[src/rtl/battle_pkg.sv]
// Shared Battleship definitions.
//   - Turn codes driven to GridEngine on `turn`.
//   - Cell-status codes stored by GridEngine.
//   - Game-phase state enum owned by game_turn_scheduler.
//   - turn_of(): maps a game phase to the turn code GridEngine consumes.
package battle_pkg;

  localparam logic [1:0] TURN_IA_PLACING     = 2'd0;
  localparam logic [1:0] TURN_PLAYER_PLACING = 2'd1;
  localparam logic [1:0] TURN_PLAYER_SHOOT   = 2'd2;
  localparam logic [1:0] TURN_IA_SHOOT       = 2'd3;

  localparam logic [2:0] CELL_FREE       = 3'd0;
  localparam logic [2:0] CELL_OCCUPIED   = 3'd1;
  localparam logic [2:0] CELL_PLAYER_HIT = 3'd2;
  localparam logic [2:0] CELL_IA_HIT     = 3'd3;
  localparam logic [2:0] CELL_BOTH_HIT   = 3'd4;

  typedef enum logic [2:0] {
    ST_IDLE         = 3'd0,
    ST_IA_PLACE     = 3'd1,
    ST_PLAYER_PLACE = 3'd2,
    ST_PLAYER_SHOOT = 3'd3,
    ST_IA_SHOOT     = 3'd4,
    ST_GAME_OVER    = 3'd5
  } state_e;

  // IDLE and GAME_OVER report code 0; `active` low marks it as meaningless.
  function automatic logic [1:0] turn_of(state_e s);
    case (s)
      ST_PLAYER_PLACE: turn_of = TURN_PLAYER_PLACING;
      ST_PLAYER_SHOOT: turn_of = TURN_PLAYER_SHOOT;
      ST_IA_SHOOT:     turn_of = TURN_IA_SHOOT;
      default:         turn_of = TURN_IA_PLACING;
    endcase
  endfunction

endpackage

[src/rtl/turn_timeout_timer.sv]
// Player shoot-turn watchdog.
// Ports:
//   clk_in, rst_in : clock, synchronous active-high reset
//   clear          : forces the count back to zero (takes priority)
//   enable         : count one per cycle while high
//   expired        : high while enabled and the count is TIMEOUT_CYCLES-1
module turn_timeout_timer #(
  parameter int unsigned TIMEOUT_CYCLES = 50_000_000
) (
  input  logic clk_in,
  input  logic rst_in,
  input  logic clear,
  input  logic enable,
  output logic expired
);

  localparam int W = (TIMEOUT_CYCLES > 2) ? $clog2(TIMEOUT_CYCLES) : 1;

  logic [W-1:0] r_count;

  assign expired = enable && (r_count == W'(TIMEOUT_CYCLES - 1));

  // Holds at the terminal value; the scheduler leaves the state on expiry.
  always_ff @(posedge clk_in) begin
    if (rst_in || clear) begin
      r_count <= '0;
    end else if (enable && !expired) begin
      r_count <= r_count + 1'b1;
    end
  end

endmodule

[src/rtl/game_turn_scheduler.sv]
// Battleship game-phase sequencer in front of GridEngine.
// Steps IA then player through ship placement, alternates shooting turns
// (a hit grants another shot) and detects the winner.
// Ports:
//   clk_in, rst_in          : clock, synchronous active-high reset
//   start                   : pulse, begins a game from IDLE or GAME_OVER
//   place_done / place_ok   : placement attempt finished / accepted
//   shot_done / shot_hit    : shot resolved / it hit a ship
//   turn                    : 0 IA place, 1 player place, 2 player shoot, 3 IA shoot
//   active                  : high outside IDLE and GAME_OVER
//   ship_index / ship_size  : ship being placed and its length (size is combinational)
//   player_hits / ia_hits   : hit counters
//   game_over / winner      : game finished / 0 player, 1 IA
//   dbg_state               : current FSM state (battle_pkg::state_e encoding)
// Handshake: all inputs are single-cycle pulses sampled on the rising edge;
// a level held N cycles counts as N events. Every registered output updates
// on the edge that samples the pulse.
// Optional feature: define TURN_TIMEOUT_EN to bound the player shoot turn
// to TIMEOUT_CYCLES cycles; without it the player turn is unbounded.
module game_turn_scheduler
  import battle_pkg::*;
#(
  parameter int NUM_SHIPS      = 5,
  parameter int SHIP_SIZE0     = 2,
  parameter int SHIP_SIZE1     = 3,
  parameter int SHIP_SIZE2     = 3,
  parameter int SHIP_SIZE3     = 4,
  parameter int SHIP_SIZE4     = 5,
  parameter int TIMEOUT_CYCLES = 50_000_000
) (
  input  logic       clk_in,
  input  logic       rst_in,
  input  logic       start,
  input  logic       place_done,
  input  logic       place_ok,
  input  logic       shot_done,
  input  logic       shot_hit,
  output logic [1:0] turn,
  output logic       active,
  output logic [2:0] ship_index,
  output logic [3:0] ship_size,
  output logic [4:0] player_hits,
  output logic [4:0] ia_hits,
  output logic       game_over,
  output logic       winner,
  output logic [2:0] dbg_state
);

  localparam int TOTAL_CELLS = (NUM_SHIPS > 0 ? SHIP_SIZE0 : 0) + (NUM_SHIPS > 1 ? SHIP_SIZE1 : 0)
                             + (NUM_SHIPS > 2 ? SHIP_SIZE2 : 0) + (NUM_SHIPS > 3 ? SHIP_SIZE3 : 0)
                             + (NUM_SHIPS > 4 ? SHIP_SIZE4 : 0);
  localparam logic [4:0] TOTAL5    = 5'(TOTAL_CELLS);
  localparam logic [2:0] LAST_SHIP = 3'(NUM_SHIPS - 1);

  if (TOTAL_CELLS > 31 || TOTAL_CELLS < 1 || NUM_SHIPS < 1 || NUM_SHIPS > 5) begin : g_bad_cfg
    $error("game_turn_scheduler: need 1..5 ships and 1..31 total cells");
  end

  state_e     r_state, w_state_next;
  logic [2:0] r_ship_index, w_ship_index_next;
  logic [4:0] r_player_hits, w_player_hits_next;
  logic [4:0] r_ia_hits, w_ia_hits_next;
  logic       r_winner, w_winner_next;
  logic [1:0] r_turn;
  logic       r_active;
  logic       r_game_over;
  logic [4:0] w_player_inc, w_ia_inc;
  logic       w_timeout;

  assign w_player_inc = r_player_hits + 5'd1;
  assign w_ia_inc     = r_ia_hits + 5'd1;

`ifdef TURN_TIMEOUT_EN
  logic w_in_player_shoot;
  assign w_in_player_shoot = (r_state == ST_PLAYER_SHOOT);

  // Clearing whenever outside PLAYER_SHOOT makes every entry start at zero.
  turn_timeout_timer #(
    .TIMEOUT_CYCLES(TIMEOUT_CYCLES)
  ) u_timer (
    .clk_in (clk_in),
    .rst_in (rst_in),
    .clear  (!w_in_player_shoot || shot_done),
    .enable (w_in_player_shoot),
    .expired(w_timeout)
  );
`else
  assign w_timeout = 1'b0;
`endif

  always_comb begin
    w_state_next       = r_state;
    w_ship_index_next  = r_ship_index;
    w_player_hits_next = r_player_hits;
    w_ia_hits_next     = r_ia_hits;
    w_winner_next      = r_winner;
    case (r_state)
      ST_IDLE, ST_GAME_OVER: begin
        if (start) begin
          w_state_next       = ST_IA_PLACE;
          w_ship_index_next  = 3'd0;
          w_player_hits_next = 5'd0;
          w_ia_hits_next     = 5'd0;
          w_winner_next      = 1'b0;
        end
      end
      ST_IA_PLACE, ST_PLAYER_PLACE: begin
        // A rejected attempt leaves ship_index alone so the same ship is retried.
        if (place_done && place_ok) begin
          if (r_ship_index == LAST_SHIP) begin
            w_state_next      = (r_state == ST_IA_PLACE) ? ST_PLAYER_PLACE : ST_PLAYER_SHOOT;
            w_ship_index_next = 3'd0;
          end else begin
            w_ship_index_next = r_ship_index + 3'd1;
          end
        end
      end
      ST_PLAYER_SHOOT: begin
        // A shot in the expiry cycle wins over the timeout.
        if (shot_done) begin
          if (shot_hit) begin
            w_player_hits_next = w_player_inc;
            if (w_player_inc == TOTAL5) begin
              w_state_next  = ST_GAME_OVER;
              w_winner_next = 1'b0;
            end
          end else begin
            w_state_next = ST_IA_SHOOT;
          end
        end else if (w_timeout) begin
          w_state_next = ST_IA_SHOOT;
        end
      end
      ST_IA_SHOOT: begin
        if (shot_done) begin
          if (shot_hit) begin
            w_ia_hits_next = w_ia_inc;
            if (w_ia_inc == TOTAL5) begin
              w_state_next  = ST_GAME_OVER;
              w_winner_next = 1'b1;
            end
          end else begin
            w_state_next = ST_PLAYER_SHOOT;
          end
        end
      end
      default: w_state_next = ST_IDLE;
    endcase
  end

  // Phase-derived outputs are decoded from the next state so they are
  // registered alongside it rather than decoded after the flop.
  always_ff @(posedge clk_in) begin
    if (rst_in) begin
      r_state       <= ST_IDLE;
      r_ship_index  <= 3'd0;
      r_player_hits <= 5'd0;
      r_ia_hits     <= 5'd0;
      r_winner      <= 1'b0;
      r_turn        <= TURN_IA_PLACING;
      r_active      <= 1'b0;
      r_game_over   <= 1'b0;
    end else begin
      r_state       <= w_state_next;
      r_ship_index  <= w_ship_index_next;
      r_player_hits <= w_player_hits_next;
      r_ia_hits     <= w_ia_hits_next;
      r_winner      <= w_winner_next;
      r_turn        <= turn_of(w_state_next);
      r_active      <= (w_state_next != ST_IDLE) && (w_state_next != ST_GAME_OVER);
      r_game_over   <= (w_state_next == ST_GAME_OVER);
    end
  end

  always_comb begin
    ship_size = 4'd0;
    case (r_ship_index)
      3'd0:    ship_size = 4'(SHIP_SIZE0);
      3'd1:    ship_size = 4'(SHIP_SIZE1);
      3'd2:    ship_size = 4'(SHIP_SIZE2);
      3'd3:    ship_size = 4'(SHIP_SIZE3);
      3'd4:    ship_size = 4'(SHIP_SIZE4);
      default: ship_size = 4'd0;
    endcase
  end

  assign turn        = r_turn;
  assign active      = r_active;
  assign ship_index  = r_ship_index;
  assign player_hits = r_player_hits;
  assign ia_hits     = r_ia_hits;
  assign game_over   = r_game_over;
  assign winner      = r_winner;
  assign dbg_state   = r_state;

endmodule

[config.mk]
export PLATFORM = sky130hd
export DESIGN_NAME = game_turn_scheduler
export DESIGN_NICKNAME = d
export VERILOG_FILES = /design/src/rtl/battle_pkg.sv /design/src/rtl/turn_timeout_timer.sv /design/src/rtl/game_turn_scheduler.sv
export SDC_FILE = /design/constraint.sdc
export NUM_CORES = 1
export LEC_CHECK = 0
export BUFFER_PORTS_ARGS = -buffer_cell sky130_fd_sc_hd__clkbuf_2
export CAP_MARGIN = 5
export CORE_MARGIN = 2
export CORE_UTILIZATION = 25
export CTS_CLUSTER_SIZE = 8
export DETAILED_ROUTE_END_ITERATION = 10
export GPL_TIMING_DRIVEN = 0
export RECOVER_POWER = 50
export SLEW_MARGIN = 10
export SYNTH_ARGS = -nofsm -noshare
export SYNTH_HDL_FRONTEND = slang
export SYNTH_SLANG_ARGS = --single-unit
[constraint.sdc]
create_clock -name clk_in -period 1.77 [get_ports clk_in]
set_input_delay 0.0885 -clock clk_in [delete_from_list [all_inputs] [get_ports clk_in]]
set_output_delay 0.0885 -clock clk_in [all_outputs]
set_load 0.005 [all_outputs]
==> results of run 1 <==
-- through the flow --
stage               power, mW  hold slack (ns)  instances  area (um^2)   TNS, ns
floorplan              0.6746           0.3644        185         1493         0
global placement       0.7335           0.4694        288         1727   -0.3885
detailed placement     0.7368           0.4688        288         1727   -0.4432
CTS                     1.065           0.2364        292         1784         0
global route            1.140           0.2736        294         1853  -0.01345
finish                  1.087           0.2429        294         1853         0
-- worst min-delay path by stage --
stage	from	to	slack (ns)	cells after the start
final	rst_in	ship_index[1]	0.24	2
after global routing	shot_done	game_over	0.27	3
after CTS	rst_in	ship_index[1]	0.24	2
after detailed placement	active	active	0.47	1
after global placement	turn[1]	turn[1]	0.47	1
after floorplan	shot_hit	turn[0]	0.36	4
-- logic make-up (layout without fill, tap and decap cells) --
family / after synthesis / in the layout / synth area share
AND/OR/NAND/NOR: 77 / 77 / 0.2919
AO/OA/AOI/OAI: 51 / 51 / 0.2490
buffers and inverters: 23 / 57 / 0.07738
flip-flops: 21 / 21 / 0.2826
adder cells (fa/ha/maj): 8 / 8 / 0.06729
multiplexers: 3 / 3 / 0.02355
other: 1 / 1 / 0.002521
XOR/XNOR: 1 / 1 / 0.005888
-- placed cells by master (no fill, tap or decap), types with 3 or more instances in the layout --
cell       n
a21oi_1   14
nor3_1     3
ha_1       7
nand3b_1   4
dfxtp_2    4
a311oi_1   3
nor2_1    18
nor2b_1    5
a211oi_2   3
buf_4      4
inv_1     12
clkbuf_1  11
o21ai_0    4
nand2_1   10
o21a_1     3
and3_1     4
clkbuf_2  19
nand2b_1   6
o22ai_1    3
clkbuf_8   3
dfxtp_1   16
nand3_1    8
-- final cells by class --
class | instances | area [um^2]
clock buffer | 3 | 41.29
tap | 75 | 93.84
inverter | 13 | 48.80
sequential | 21 | 429.2
timing repair buffer | 30 | 140.1
clock inverter | 1 | 5.005
buffer | 10 | 66.31
fill | 629 | 3998
multi-input combinational | 141 | 1028
-- worst reg2reg max path, stage by stage (launching register included) --
cell and delay (ns):
dfxtp_4 0.36, inv_1 0.08, ha_4 0.18, and4_1 0.23
a211oi_2 0.27, o31ai_4 0.11, a31o_2 0.25, o22ai_1 0.15
-- what timing repair did --
action                     in CTS  in global routing
setup buffers                   0                  2
gates resized for setup         4                 14
pin swaps                       0                  2
setup endpoints to repair       5                  4
-- power by group through the flow --
stage	clock (mW)	combinational (mW)	sequential, mW
after CTS	0.334	0.238	0.493
after detailed placement	0	0.233	0.504
after global routing	0.348	0.299	0.493
after floorplan	0	0.171	0.504
final	0.324	0.273	0.491
after global placement	0	0.230	0.503
-- metal layers --
metal | track usage | vias up | wire, um
met5 | 0 | - | 0
met4 | 0.02542 | 0 | 17
met3 | 0.02667 | 2 | 189
met2 | 0.1901 | 29 | 1850
met1 | 0.1465 | 670 | 1739
li1 | - | 733 | -
-- flip-flops by register name, summed over array words and instances, names as in the netlist --
| signal | flops |
|---|---|
| active | 1 |
| dbg_state | 3 |
| game_over | 1 |
| ia_hits | 5 |
| player_hits | 5 |
| ship_index | 3 |
| turn | 2 |
| winner | 1 |
==> flow_summary.json, run 1 <==
{
  "cts_tree": "built",
  "finalSetupViolCount": 0,
  "netlist.top_cell.by_area": "dfxtp_1",
  "crit_family": "compound AO/OA/AOI/OAI gates",
  "worst_skew_pair.late_latency_ns": 0.26,
  "hpwl_um": 2711,
  "clk_pin_slew_worst_paths_ns": 0.08,
  "mappedNetlistNets": 200,
  "total_leakage_power_nw": 0.7194,
  "capture_instance_of_the_worst_register_to_register_path": "active",
  "grt_max_degree": 13,
  "cts.sink_count": 21,
  "ys_seq_elements": 21,
  "sw_frac_of_total": 0.2963,
  "finalWeightedCongestion": 0.7993,
  "cp.required_ns": 1.97,
  "layout-drive-gt1-share": 0.2557,
  "cp_max_fo": 5,
  "timing.rr.start": "ship_index[1]",
  "io_pins": 32,
  "final_critical_path_setup_slack_ns": 0.07257,
  "ant_nets_after_route": 0,
  "holdCritPathClass": "in -> reg",
  "worst-setup-path-type": "reg -> reg",
  "share_clk_of_total_power": 0.298,
  "h_tree_lvl_count": 1,
  "synth_cells": 185,
  "timing.critical_path.from_type": "flip-flop",
  "p_seq_frac": 0.452,
  "flow.area_growth_from_synthesis_pct": 24.56,
  "starting_density_of_the_core": 0.2543,
  "seq_area_frac_synth": 0.2826,
  "timing.critical_path.from": "ship_index[1]",
  "yosysMostFrequentCell": "dfxtp_1",
  "final_core_utilization": 0.3167,
  "cts-root-buf": "clkbuf_8",
  "placement.setup.worst_slack_ns": -0.1535,
  "rrSetupSlack_ns": 0.07,
  "timing.max_cap.violations": 0,
  "design.final.nets": 235,
  "cp-endpoint": "active",
  "syn-cell-area_mm2": 0.001488,
  "antenna_cells": 0,
  "worstRegToRegCells": 7,
  "slew_headroom": 0.6214,
  "clk_path_buf_depth": 2,
  "crit_arrival_ns": 1.90,
  "grt_use_total": 0.1130,
  "die-area_mm2": 0.006584,
  "count_of_buffer_and_inverter_cells_on_the_critical_path": 1,
  "slowest_stage": "dfxtp_4",
  "row_count": 28,
  "post_cts_hold_buffer_count": 0,
  "finalCritPeriodShare": 0.9590,
  "synth_async_sr_flop_share": 0,
  "syn_area_per_cell_um2": 8.041,
  "finalWirelength_um": 3797,
  "synth.lib_cells_used.distinct": 55,
  "fin_crit_ns": 1.697,
  "power-per-cell-area_mw_per_mm2": 586.7,
  "final.setup_skew_ns": 0.004384,
  "synthTopCellsByCount": "dfxtp_1 (21), nor2_1 (18), a21oi_1 (14)",
  "antenna_found_initial": 0,
  "cells_along_the_critical_path": "inv_1, ha_4, and4_1, a211oi_2, o31ai_4, a31o_2, o22ai_1",
  "setup.worst_path.end_class": "flip-flop",
  "fp.dieW_um": 81.14,
  "ir_worst_vdd_mv": 0.4133,
  "combPwrFrac": 0.251,
  "synth-edff-count": 0,
  "status": "complete, no violations",
  "timing_hold_violations_final": 0,
  "post_drt_via_cell_ratio": 4.878,
  "vias": 1434,
  "grt_pass1_wl_um": 5906,
  "die_h_um": 81.14,
  "remaining_drc_errors": 0,
  "drt_first_pass_iters": 4,
  "detailedRoute.firstIterationViolations": 77,
  "post_synth_main_area_contributors": "dfxtp_1 (28%), ha_1 (6.7%), a21oi_1 (4.7%)",
  "power_switching_uw": 322.1,
  "max_freq_mhz": 589.1,
  "wl_per_cell_um": 12.91,
  "synthDominantCellAreaShare": 0.2826,
  "global_route.overflow_total": 0,
  "cp_num_cells": 7,
  "yosysWarnings": 0,
  "slew_viol_final": 0,
  "ys.flop_type": "dfxtp_1",
  "critPathMaxStageDelay_ns": 0.36,
  "fp.coreArea_mm2": 0.005851,
  "worst_slew_pin_slew_ns": 0.5679,
  "io_buffers": 28,
  "cts-buffers-inserted": 3,
  "first_global_vias": 1259,
  "internal-power_uw": 765.0
}
(Power assumes the default switching activity.)
==> run 2, diff against run 1 <==
--- a/config.mk
+++ b/config.mk
@@ -5,12 +5,12 @@
 export SDC_FILE = /design/constraint.sdc
 export NUM_CORES = 1
 export LEC_CHECK = 0
-export BUFFER_PORTS_ARGS = -buffer_cell sky130_fd_sc_hd__clkbuf_2
 export CAP_MARGIN = 5
 export CORE_MARGIN = 2
 export CORE_UTILIZATION = 25
 export CTS_CLUSTER_SIZE = 8
 export DETAILED_ROUTE_END_ITERATION = 10
+export DONT_BUFFER_PORTS = 1
 export GPL_TIMING_DRIVEN = 0
 export RECOVER_POWER = 50
 export SLEW_MARGIN = 10
==> flow_summary.json, run 2 (synthesis results as in run 1) <==
{
  "ir_worst_vdd_mv": 0.3440,
  "design.final.nets": 205,
  "globalRouteMet2Util": 0.2107,
  "worst_skew_pair.late_latency_ns": 0.27,
  "crit_arrival_ns": 1.88,
  "io_buffers": 0,
  "status": "complete, no violations",
  "clk_pin_slew_worst_paths_ns": 0.08,
  "antenna_cells": 0,
  "slew_viol_final": 0,
  "row_count": 28,
  "timing.critical_path.from_type": "flip-flop",
  "crit_family": "compound AO/OA/AOI/OAI gates",
  "slew_headroom": 0.6098,
  "cts-root-buf": "clkbuf_8",
  "global_route.overflow_total": 0,
  "remaining_drc_errors": 0,
  "most_utilized_layer_in_the_global_route_result": "met2",
  "finalWeightedCongestion": 0.7863,
  "cp.required_ns": 1.97,
  "cp_max_fo": 5,
  "fillers": 631,
  "whs_path_depth": 4,
  "fp.dieW_um": 81.14,
  "cts_tree": "built",
  "post_cts_hold_buffer_count": 0,
  "cts.sink_count": 21,
  "setup.worst_path.end_class": "flip-flop",
  "layout-drive-gt1-share": 0.2063,
  "total_leakage_power_nw": 0.6155,
  "clk_path_buf_depth": 2,
  "ant_nets_after_route": 0,
  "power-per-cell-area_mw_per_mm2": 618.0,
  "die_h_um": 81.14,
  "grt_use_total": 0.1202,
  "vias": 1370,
  "first_global_vias": 1330,
  "final_core_utilization": 0.2928,
  "timing_hold_violations_final": 0,
  "count_of_buffer_and_inverter_cells_on_the_critical_path": 1,
  "timing.max_cap.violations": 0,
  "max_freq_mhz": 597.1,
  "placed_area_mm2": 0.001587,
  "grt_util_met1": 0.1363,
  "most_frequent_cells_in_the_layout": "nor2_1 (18), dfxtp_1 (16), a21oi_1 (14)",
  "post_cts_setup_driven_buffer_insertion_count": 0,
  "critPathMaxStageDelay_ns": 0.38,
  "gr-usage-met3": 0.04778,
  "grt_max_degree": 13,
  "starting_density_of_the_core": 0.2543,
  "finalSetupViolCount": 0,
  "fin_crit_ns": 1.675,
  "worst_slew_pin_slew_ns": 0.5854,
  "finalInstanceArea_mm2": 0.001713,
  "wl_per_cell_um": 14.55,
  "holdCritPathClass": "in -> reg",
  "flow.area_growth_from_synthesis_pct": 15.14,
  "rsz0062_at_grt": "false",
  "worstRegToRegCells": 7,
  "finalWirelength_um": 3840,
  "finalCritPeriodShare": 0.9462,
  "final.setup_skew_ns": 0.009631,
  "post_drt_via_cell_ratio": 5.189,
  "antenna_found_initial": 1,
  "cells_along_the_critical_path": "inv_2, ha_4, and4_4, a211oi_4, o31ai_4, a31oi_2, mux2i_1",
  "h_tree_lvl_count": 1,
  "fp.coreArea_mm2": 0.005851,
  "slowest_stage": "dfxtp_4",
  "mostFrequentLayoutCell": "nor2_1",
  "drt_first_pass_iters": 4,
  "cts-buffers-inserted": 3,
  "cp_num_cells": 7,
  "io_pins": 32,
  "worst-setup-path-type": "reg -> reg",
  "die-area_mm2": 0.006584,
  "detailedRoute.firstIterationViolations": 89,
  "hpwl_um": 2766,
  "grt_pass1_wl_um": 6196
}
[run 2: area by class of cell]
class,instances,area [um^2],area share
tap,75,93.84,0.05478
buffer,10,66.31,0.03871
clock inverter,1,5.005,0.002922
sequential,21,431.7,0.2520
inverter,13,48.80,0.02849
multi-input combinational,141,1026,0.5990
clock buffer,3,41.29,0.02411
[run 2: path summary, 6_finish.rpt]
path / startpoint / end / slack (ns)
min reg2reg: ship_index[1] / ship_index[1] / 0.51
max reg2reg: ship_index[0] / turn[1] / 0.1
min: shot_hit / turn[0] / 0.15
max: ship_index[0] / turn[1] / 0.1
[run 2: power by group]
part           total [mW]  switching (mW)  leakage, nW  internal, mW
clock               0.323           0.166       0.0255         0.157
combinational       0.239           0.134        0.417         0.106
sequential          0.496          0.0127        0.173         0.483
[run 2: tightest hold or removal path: cells and delay by family]
| family | cells | cell delay (ns) |
|---|---|---|
| AOI/OAI and AO/OA | 2 | 0.13 |
| and+or+nand+nor | 2 | 0.17 |
[run 2: metrics by stage]
stage                     hold WS, ns  setup TNS (ns)  worst slack, ns  instances  power [mW]
after floorplan                0.3644               0         0.008238        185      0.6746
after global placement         0.3841         -0.5715          -0.1882        260      0.7108
after detailed placement       0.3830         -0.6343          -0.1977        260      0.7141
after CTS                      0.1356               0          0.01419        264       1.051
after global routing           0.1831               0         0.002024        264       1.114
final                          0.1538               0          0.09527        264       1.058
[run 2: timing repair]
item | in CTS | in global routing
resized for setup | 8 | 14
gates cloned | 0 | 0
pin swaps | 2 | 4
endpoints found under the hold margin | 0 | 0
endpoints found under the setup margin | 5 | 10
[run 2: per-layer routing]
| layer | up-vias | wire length (um) | part of all wire |
|---|---|---|---|
| li1 | 673 | - | - |
| met1 | 658 | 1663 | 0.43 |
| met2 | 31 | 1902 | 0.50 |
| met3 | 6 | 236 | 0.061 |
| met4 | 2 | 24 | 0.0063 |
| met5 | - | 13 | 0.0034 |
